`config.mk`:
```
export PLATFORM = sky130hd
export DESIGN_NAME = sha256_const_sequencer_flat
export DESIGN_NICKNAME = d
export VERILOG_FILES = /design/src/rtl/sha256_pkg.sv /design/src/rtl/sha256_const_sequencer_if.sv /design/src/rtl/sha256_const_sequencer.sv /design/src/flat_wrapper.sv
export SDC_FILE = /design/constraint.sdc
export NUM_CORES = 1
export LEC_CHECK = 0
export BUFFER_PORTS_ARGS = -buffer_cell sky130_fd_sc_hd__buf_2
export CORE_ASPECT_RATIO = 0.75
export CORE_UTILIZATION = 33
export CTS_BUF_LIST = sky130_fd_sc_hd__clkbuf_8 sky130_fd_sc_hd__clkbuf_16
export CTS_CLUSTER_SIZE = 28
export DETAILED_ROUTE_END_ITERATION = 7
export HOLD_SLACK_MARGIN = 0.05
export PLACE_DENSITY = 0.73
export REMOVE_ABC_BUFFERS = 1
export SLEW_MARGIN = 20
export SYNTH_ARGS = -nofsm -noshare
export SYNTH_HDL_FRONTEND = slang
export SYNTH_SLANG_ARGS = --single-unit
```
`constraint.sdc`:
```
create_clock -name clk -period 1.7 [get_ports clk]
set_clock_uncertainty 0.1 [all_clocks]
set_input_delay 0.255 -clock clk [delete_from_list [all_inputs] [get_ports clk]]
set_output_delay 0.255 -clock clk [all_outputs]
set_load 0.01 [all_outputs]
```
`src/rtl/sha256_pkg.sv`:
```
// Shared constants, index types and FSM state encoding for the SHA-256
// constant sequencer.
package sha256_pkg;

  localparam int NUM_H      = 8;
  localparam int NUM_ROUNDS = 64;
  localparam int WORD_W     = 32;

  localparam int H_IDX_W = $clog2(NUM_H);
  localparam int K_IDX_W = $clog2(NUM_ROUNDS);

  typedef logic [H_IDX_W-1:0] h_idx_t;
  typedef logic [K_IDX_W-1:0] k_idx_t;

  typedef enum logic [2:0] {
    IDLE,
    PRIME,
    LOAD_H,
    ROUNDS,
    DONE
  } state_t;

  // One beat of the output stream, as seen by a consumer.
  typedef struct packed {
    logic [WORD_W-1:0] data;
    k_idx_t            idx;
    logic              is_k;
  } beat_t;

endpackage

```
`src/rtl/sha256_const_sequencer_if.sv`:
```
// Valid/ready word stream from the constant sequencer to the compression
// datapath. The sequencer is the master; the datapath is the slave.
interface sha256_const_sequencer_if #(
  parameter int W     = sha256_pkg::WORD_W,
  parameter int IDX_W = sha256_pkg::K_IDX_W
);

  logic             out_valid;
  logic             out_ready;
  logic [W-1:0]     out_data;
  logic [IDX_W-1:0] out_idx;
  logic             out_is_k;

  modport master (
    output out_valid,
    output out_data,
    output out_idx,
    output out_is_k,
    input  out_ready
  );

  modport slave (
    input  out_valid,
    input  out_data,
    input  out_idx,
    input  out_is_k,
    output out_ready
  );

endinterface

```
`src/rtl/sha256_const_sequencer.sv`:
```
// Walks the hash-value ROM (optional) and the round-constant ROM for one
// message block and presents the words as a single valid/ready stream.
// ROM addresses are driven from the pointers' next values so the synchronous
// ROMs always hold the word that belongs on out_data after each edge; this
// hides the read latency and keeps data stable while the consumer stalls.
module sha256_const_sequencer #(
  parameter int NUM_H      = sha256_pkg::NUM_H,
  parameter int NUM_ROUNDS = sha256_pkg::NUM_ROUNDS,
  parameter int W          = sha256_pkg::WORD_W
) (
  input  logic                          clk,
  input  logic                          rst,
  input  logic                          start,
  input  logic                          first_block,
  output logic                          start_ready,
  output logic [$clog2(NUM_H)-1:0]      h_rom_addr,
  input  logic [W-1:0]                  h_rom_data,
  output logic [$clog2(NUM_ROUNDS)-1:0] k_rom_addr,
  input  logic [W-1:0]                  k_rom_data,
  output logic                          done,
  sha256_const_sequencer_if.master      stream
);

  import sha256_pkg::*;

  localparam int HW = $clog2(NUM_H);
  localparam int KW = $clog2(NUM_ROUNDS);

  localparam logic [HW-1:0] H_LAST = HW'(NUM_H - 1);
  localparam logic [KW-1:0] K_LAST = KW'(NUM_ROUNDS - 1);

  state_t          state, state_nxt;
  logic [HW-1:0]   h_ptr, h_nxt;
  logic [KW-1:0]   k_ptr, k_nxt;
  logic            is_k, is_k_nxt;
  logic            first_q;
  logic            xfer;

  // Beats are only offered while emitting H or K words.
  assign stream.out_valid = (state == LOAD_H) || (state == ROUNDS);
  assign xfer             = stream.out_valid && stream.out_ready;

  // The ROMs sample the pointer's next value, so their data lines up with
  // the pointer on the following cycle.
  assign h_rom_addr = h_nxt;
  assign k_rom_addr = k_nxt;

  assign stream.out_is_k = is_k;
  assign stream.out_data = is_k ? k_rom_data : h_rom_data;
  assign stream.out_idx  = is_k ? k_ptr : KW'(h_ptr);

  // State, pointers and phase flag; first_block is captured on the accepted start.
  always_ff @(posedge clk) begin
    // NOTE: sequential state uses non-blocking assignments so every register
    // samples pre-edge values, independent of statement order.
    if (rst) begin
      state   <= IDLE;
      h_ptr   <= '0;
      k_ptr   <= '0;
      is_k    <= 1'b0;
      first_q <= 1'b0;
    end else begin
      state <= state_nxt;
      h_ptr <= h_nxt;
      k_ptr <= k_nxt;
      is_k  <= is_k_nxt;
      if (state == IDLE && start) begin
        first_q <= first_block;
      end
    end
  end

  // Next-state, pointer advance and control outputs.
  always_comb begin
    // NOTE: every output of this block is given a default first, so no path
    // through the case statement can leave one unassigned and infer a latch.
    state_nxt   = state;
    h_nxt       = h_ptr;
    k_nxt       = k_ptr;
    is_k_nxt    = is_k;
    start_ready = 1'b0;
    done        = 1'b0;

    case (state)
      IDLE: begin
        start_ready = 1'b1;
        h_nxt       = '0;
        k_nxt       = '0;
        if (start) begin
          state_nxt = PRIME;
          is_k_nxt  = !first_block;
        end
      end

      // Both ROMs were addressed at 0 on the accept edge; wait for the read.
      PRIME: begin
        state_nxt = first_q ? LOAD_H : ROUNDS;
      end

      LOAD_H: begin
        if (xfer) begin
          if (h_ptr == H_LAST) begin
            // K ROM is addressed at 0 on this same edge: no bubble.
            h_nxt     = '0;
            k_nxt     = '0;
            is_k_nxt  = 1'b1;
            state_nxt = ROUNDS;
          end else begin
            h_nxt = h_ptr + HW'(1);
          end
        end
      end

      ROUNDS: begin
        if (xfer) begin
          if (k_ptr == K_LAST) begin
            k_nxt     = '0;
            state_nxt = DONE;
          end else begin
            k_nxt = k_ptr + KW'(1);
          end
        end
      end

      DONE: begin
        done      = 1'b1;
        h_nxt     = '0;
        k_nxt     = '0;
        is_k_nxt  = 1'b0;
        state_nxt = IDLE;
      end

      default: begin
        state_nxt = IDLE;
      end
    endcase
  end

endmodule

```
`src/flat_wrapper.sv`:
```
// flat-port wrapper written by rule: the top's interface ports become plain ports
module sha256_const_sequencer_flat import sha256_pkg::*;
#(
  parameter int NUM_H      = sha256_pkg::NUM_H,
  parameter int NUM_ROUNDS = sha256_pkg::NUM_ROUNDS,
  parameter int W          = sha256_pkg::WORD_W
)
  (clk, rst, start, first_block, start_ready, h_rom_addr, h_rom_data, k_rom_addr, k_rom_data, done, stream_out_valid, stream_out_data, stream_out_idx, stream_out_is_k, stream_out_ready);
  sha256_const_sequencer_if #(.W(W)) stream_i ();
  input  logic clk;
  input  logic rst;
  input  logic start;
  input  logic first_block;
  output logic start_ready;
  output logic [$clog2(NUM_H)-1:0] h_rom_addr;
  input  logic [W-1:0] h_rom_data;
  output logic [$clog2(NUM_ROUNDS)-1:0] k_rom_addr;
  input  logic [W-1:0] k_rom_data;
  output logic done;
  output wire logic [$bits(stream_i.out_valid)-1:0] stream_out_valid;
  output wire logic [$bits(stream_i.out_data)-1:0] stream_out_data;
  output wire logic [$bits(stream_i.out_idx)-1:0] stream_out_idx;
  output wire logic [$bits(stream_i.out_is_k)-1:0] stream_out_is_k;
  input wire logic [$bits(stream_i.out_ready)-1:0] stream_out_ready;
  assign stream_out_valid = stream_i.out_valid;
  assign stream_out_data = stream_i.out_data;
  assign stream_out_idx = stream_i.out_idx;
  assign stream_out_is_k = stream_i.out_is_k;
  assign stream_i.out_ready = stream_out_ready;
  sha256_const_sequencer #(.NUM_H(NUM_H), .NUM_ROUNDS(NUM_ROUNDS), .W(W)) u_core (.clk(clk), .rst(rst), .start(start), .first_block(first_block), .start_ready(start_ready), .h_rom_addr(h_rom_addr), .h_rom_data(h_rom_data), .k_rom_addr(k_rom_addr), .k_rom_data(k_rom_data), .done(done), .stream(stream_i));
endmodule
```
==> impl_metrics.json <==
{
  "postSynth.asyncResetShare": 0,
  "internal_power_mw": 0.8188,
  "synth_cells": 147,
  "drc": 0,
  "dp.cells": 326,
  "grt_antenna_before_repair": 0,
  "max-clock-path-buffers": 2,
  "crit_type": "flop to output pin",
  "post_route_cells_drive_above_1_share": 0.6986,
  "yosysTopAreaCell": "mux2_2",
  "drv_slew": 0,
  "detailroute.wirelength.met2_um": 1979,
  "route.met3.wl_um": 318,
  "netlist_top_cells_area": "mux2_2, dfxtp_1, nand3_1",
  "cell_area_power_density_mw_per_mm2": 532.4,
  "largest_net_degree_at_the_start_of_global_routing": 18,
  "placementRows": 19,
  "mostFrequentLayoutCells": "buf_2, mux2_2, buf_4, dfxtp_1",
  "pwr-share-seq": 0.304,
  "floorplan.initialDensity": 0.3438,
  "routabilityCongestion": 0.8204,
  "pwr-share-clk": 0.273,
  "worstHoldPathType": "input port to flop",
  "place.port_buffers": 119,
  "synthFlopType": "dfxtp_1",
  "dpl.hpwl_um": 3123,
  "postSynthRegisterBits": 14,
  "power.share.combinational": 0.423,
  "final.fill_count": 356,
  "timing.max_slew.rel_slack": 0.8002,
  "drtPass1Iterations": 6,
  "vias": 1626,
  "worst_skew_pair.late_latency_ns": 0.24,
  "net-switching-power_mw": 0.3523,
  "wirelength_um": 4022,
  "cts_tree": "built",
  "die_width_um": 73.32,
  "status": "finished, violations left",
  "nets": 355,
  "finalWorstPathRequiredPeriod_ns": 2.058,
  "report.final.setup_viol": 9,
  "postSynthAreaPerCell_um2": 8.563,
  "first_global_vias": 1368,
  "sequential_share_of_the_synthesized_area": 0.2227,
  "final.period_utilization": 1.211,
  "clock_sink_count": 14,
  "clk_root_buffer_cell": "clkbuf_8",
  "yosys.area.top_type_share": 0.3131,
  "maxcap_violations": 0,
  "final_common_cell": "buf_2",
  "floorplan.die_area_mm2": 0.004068,
  "failed_checks": "negative setup slack",
  "power.share.switching": 0.3008,
  "critical_path_required_ns": 1.34,
  "ant_nets": 0,
  "gr-total-overflow": 0,
  "final-seq-area_um2": 286.5,
  "peakVddDrop_mv": 0.4453,
  "hold_viol": 0,
  "stdcell_count": 334,
  "htreeDepth": 1,
  "cts_buffers": 3,
  "grt_pass1_wl_um": 6113,
  "grt_setup_unrepaired": "true",
  "worst_setup_hold_path_clk_slew_ns": 0.06,
  "multi_input_area_um2": 984.7,
  "synth_edf_count": 0,
  "wirelength_met1_um": 1715,
  "post_drt_wl_per_cell_um": 12.04,
  "crit_path_start_kind": "flop",
  "core_region_area_mm2": 0.003661,
  "whs_ns": 0.1767,
  "yosysUniqueCellTypes": 36,
  "viasPerCell": 4.868,
  "worstPathArrival_ns": 1.70,
  "yosys_warnings": 0,
  "ios": 120,
  "dr.first_iter.drc_count": 78,
  "p_leak_nw": 1.104,
  "mappedNetlistArea_mm2": 0.001259,
  "cp-end-kind": "output pin",
  "synthToLayoutAreaGrowth_pct": 74.75,
  "top_signal_layer_used": "met4",
  "postLayoutSetupSlackWorst_ns": -0.3584,
  "worst-slew-pin-transition_ns": 0.2997,
  "crit_fanout": 4,
  "grt_use_total": 0.1928,
  "achievable-frequency_mhz": 485.8,
  "fin_tns_setup_ns": -2.194,
  "diodes": 0,
  "floorplan.die.height_um": 55.49
}
[worst paths after layout]
| path | depth (start not counted) | startpoint | end | slack, ns |
|---|---|---|---|---|
| hold / removal | 3 | first_block | u_core.first_q | 0.18 |
| setup / recovery | 7 | u_core.h_ptr[1] | k_rom_addr[5] | -0.36 |
| setup reg to reg | 8 | u_core.h_ptr[1] | u_core.h_ptr[1] | 0.05 |
| hold reg to reg | 2 | u_core.first_q | u_core.first_q | 0.39 |
[cells by family (layout without fill, tap and decap cells)]
logic type	after synthesis	count (layout)	share of synthesized area
compound gates	23	23	0.1243
fa+ha+maj	3	3	0.02982
buf+inv	12	147	0.04771
flops	14	14	0.2227
mux	36	36	0.3211
simple gates	59	59	0.2545
[synth_stat cells, types with 2 or more instances]
| master | number |
|---|---|
| mux2_2 | 35 |
| dfxtp_1 | 14 |
| nand3_1 | 9 |
| nor2_1 | 9 |
| nand2_1 | 8 |
| and2_1 | 6 |
| a21oi_1 | 5 |
| a31oi_1 | 5 |
| nor3_1 | 5 |
| buf_2 | 3 |
| buf_4 | 3 |
| clkbuf_1 | 3 |
| ha_1 | 3 |
| nand2b_1 | 3 |
| nand3b_1 | 3 |
| nand4_1 | 3 |
| nor2b_1 | 3 |
| o21ai_0 | 3 |
| a22o_1 | 2 |
| a41oi_1 | 2 |
| and3_1 | 2 |
| buf_1 | 2 |
| nor4_1 | 2 |
| o21ai_1 | 2 |
[critical path, stage by stage, from the launching register on]
cell	delay, ns
dfxtp_2	0.35
ha_4	0.14
ha_4	0.12
nand2_2	0.04
a221o_1	0.37
a31oi_1	0.22
nor2_1	0.06
buf_2	0.14
[power groups by stage]
stage | clock network [mW] | logic (mW) | registers (mW)
after floorplan | 0 | 0.217 | 0.389
after global placement | 0 | 0.460 | 0.358
after detailed placement | 0 | 0.464 | 0.359
after CTS | 0.327 | 0.493 | 0.357
after global routing | 0.344 | 0.538 | 0.358
final | 0.319 | 0.495 | 0.356
[layout make-up]
type,count,area share
flip-flops and latches,14,0.1303
repair buffers,142,0.3658
inverters,1,0.001706
clock buffers,4,0.02503
well taps,52,0.02958
multi-input cells,121,0.4477
[metal layers]
layer  vias to the layer above  GRT usage
met1                       736     0.2418
li1                        816          -
met4                         0    0.01648
met3                         2    0.04745
met2                        72     0.3439
met5                         -          0
[sequential cells by signal, summed over array words and instances (netlist names)]
name                    cells
u_core.first_q              1
u_core.state                3
u_core.k_ptr                6
u_core.stream.out_is_k      1
u_core.h_ptr                3
[stage by stage]
stage / worst slack [ns] / instance area, µm² / util / power, mW
detailed placement: -0.1529 / 2018 / 0.5513 / 0.8235
CTS: -0.3716 / 2176 / 0.5943 / 1.177
floorplan: -0.3015 / 1202 / - / 0.6060
finish: -0.3584 / 2200 / 0.6008 / 1.171
global route: -0.4251 / 2200 / 0.6008 / 1.241
global placement: -0.1093 / 2018 / 0.5513 / 0.8183
[repair_timing]
item / CTS / global route
hold buffers: 0 / 0
resized for setup: 17 / 5
pin swaps: 11 / 3
endpoints found under the setup margin: 10 / 16
cloned: 1 / 0
buffers inserted: 2 / 2
(Power assumes the default switching activity.)
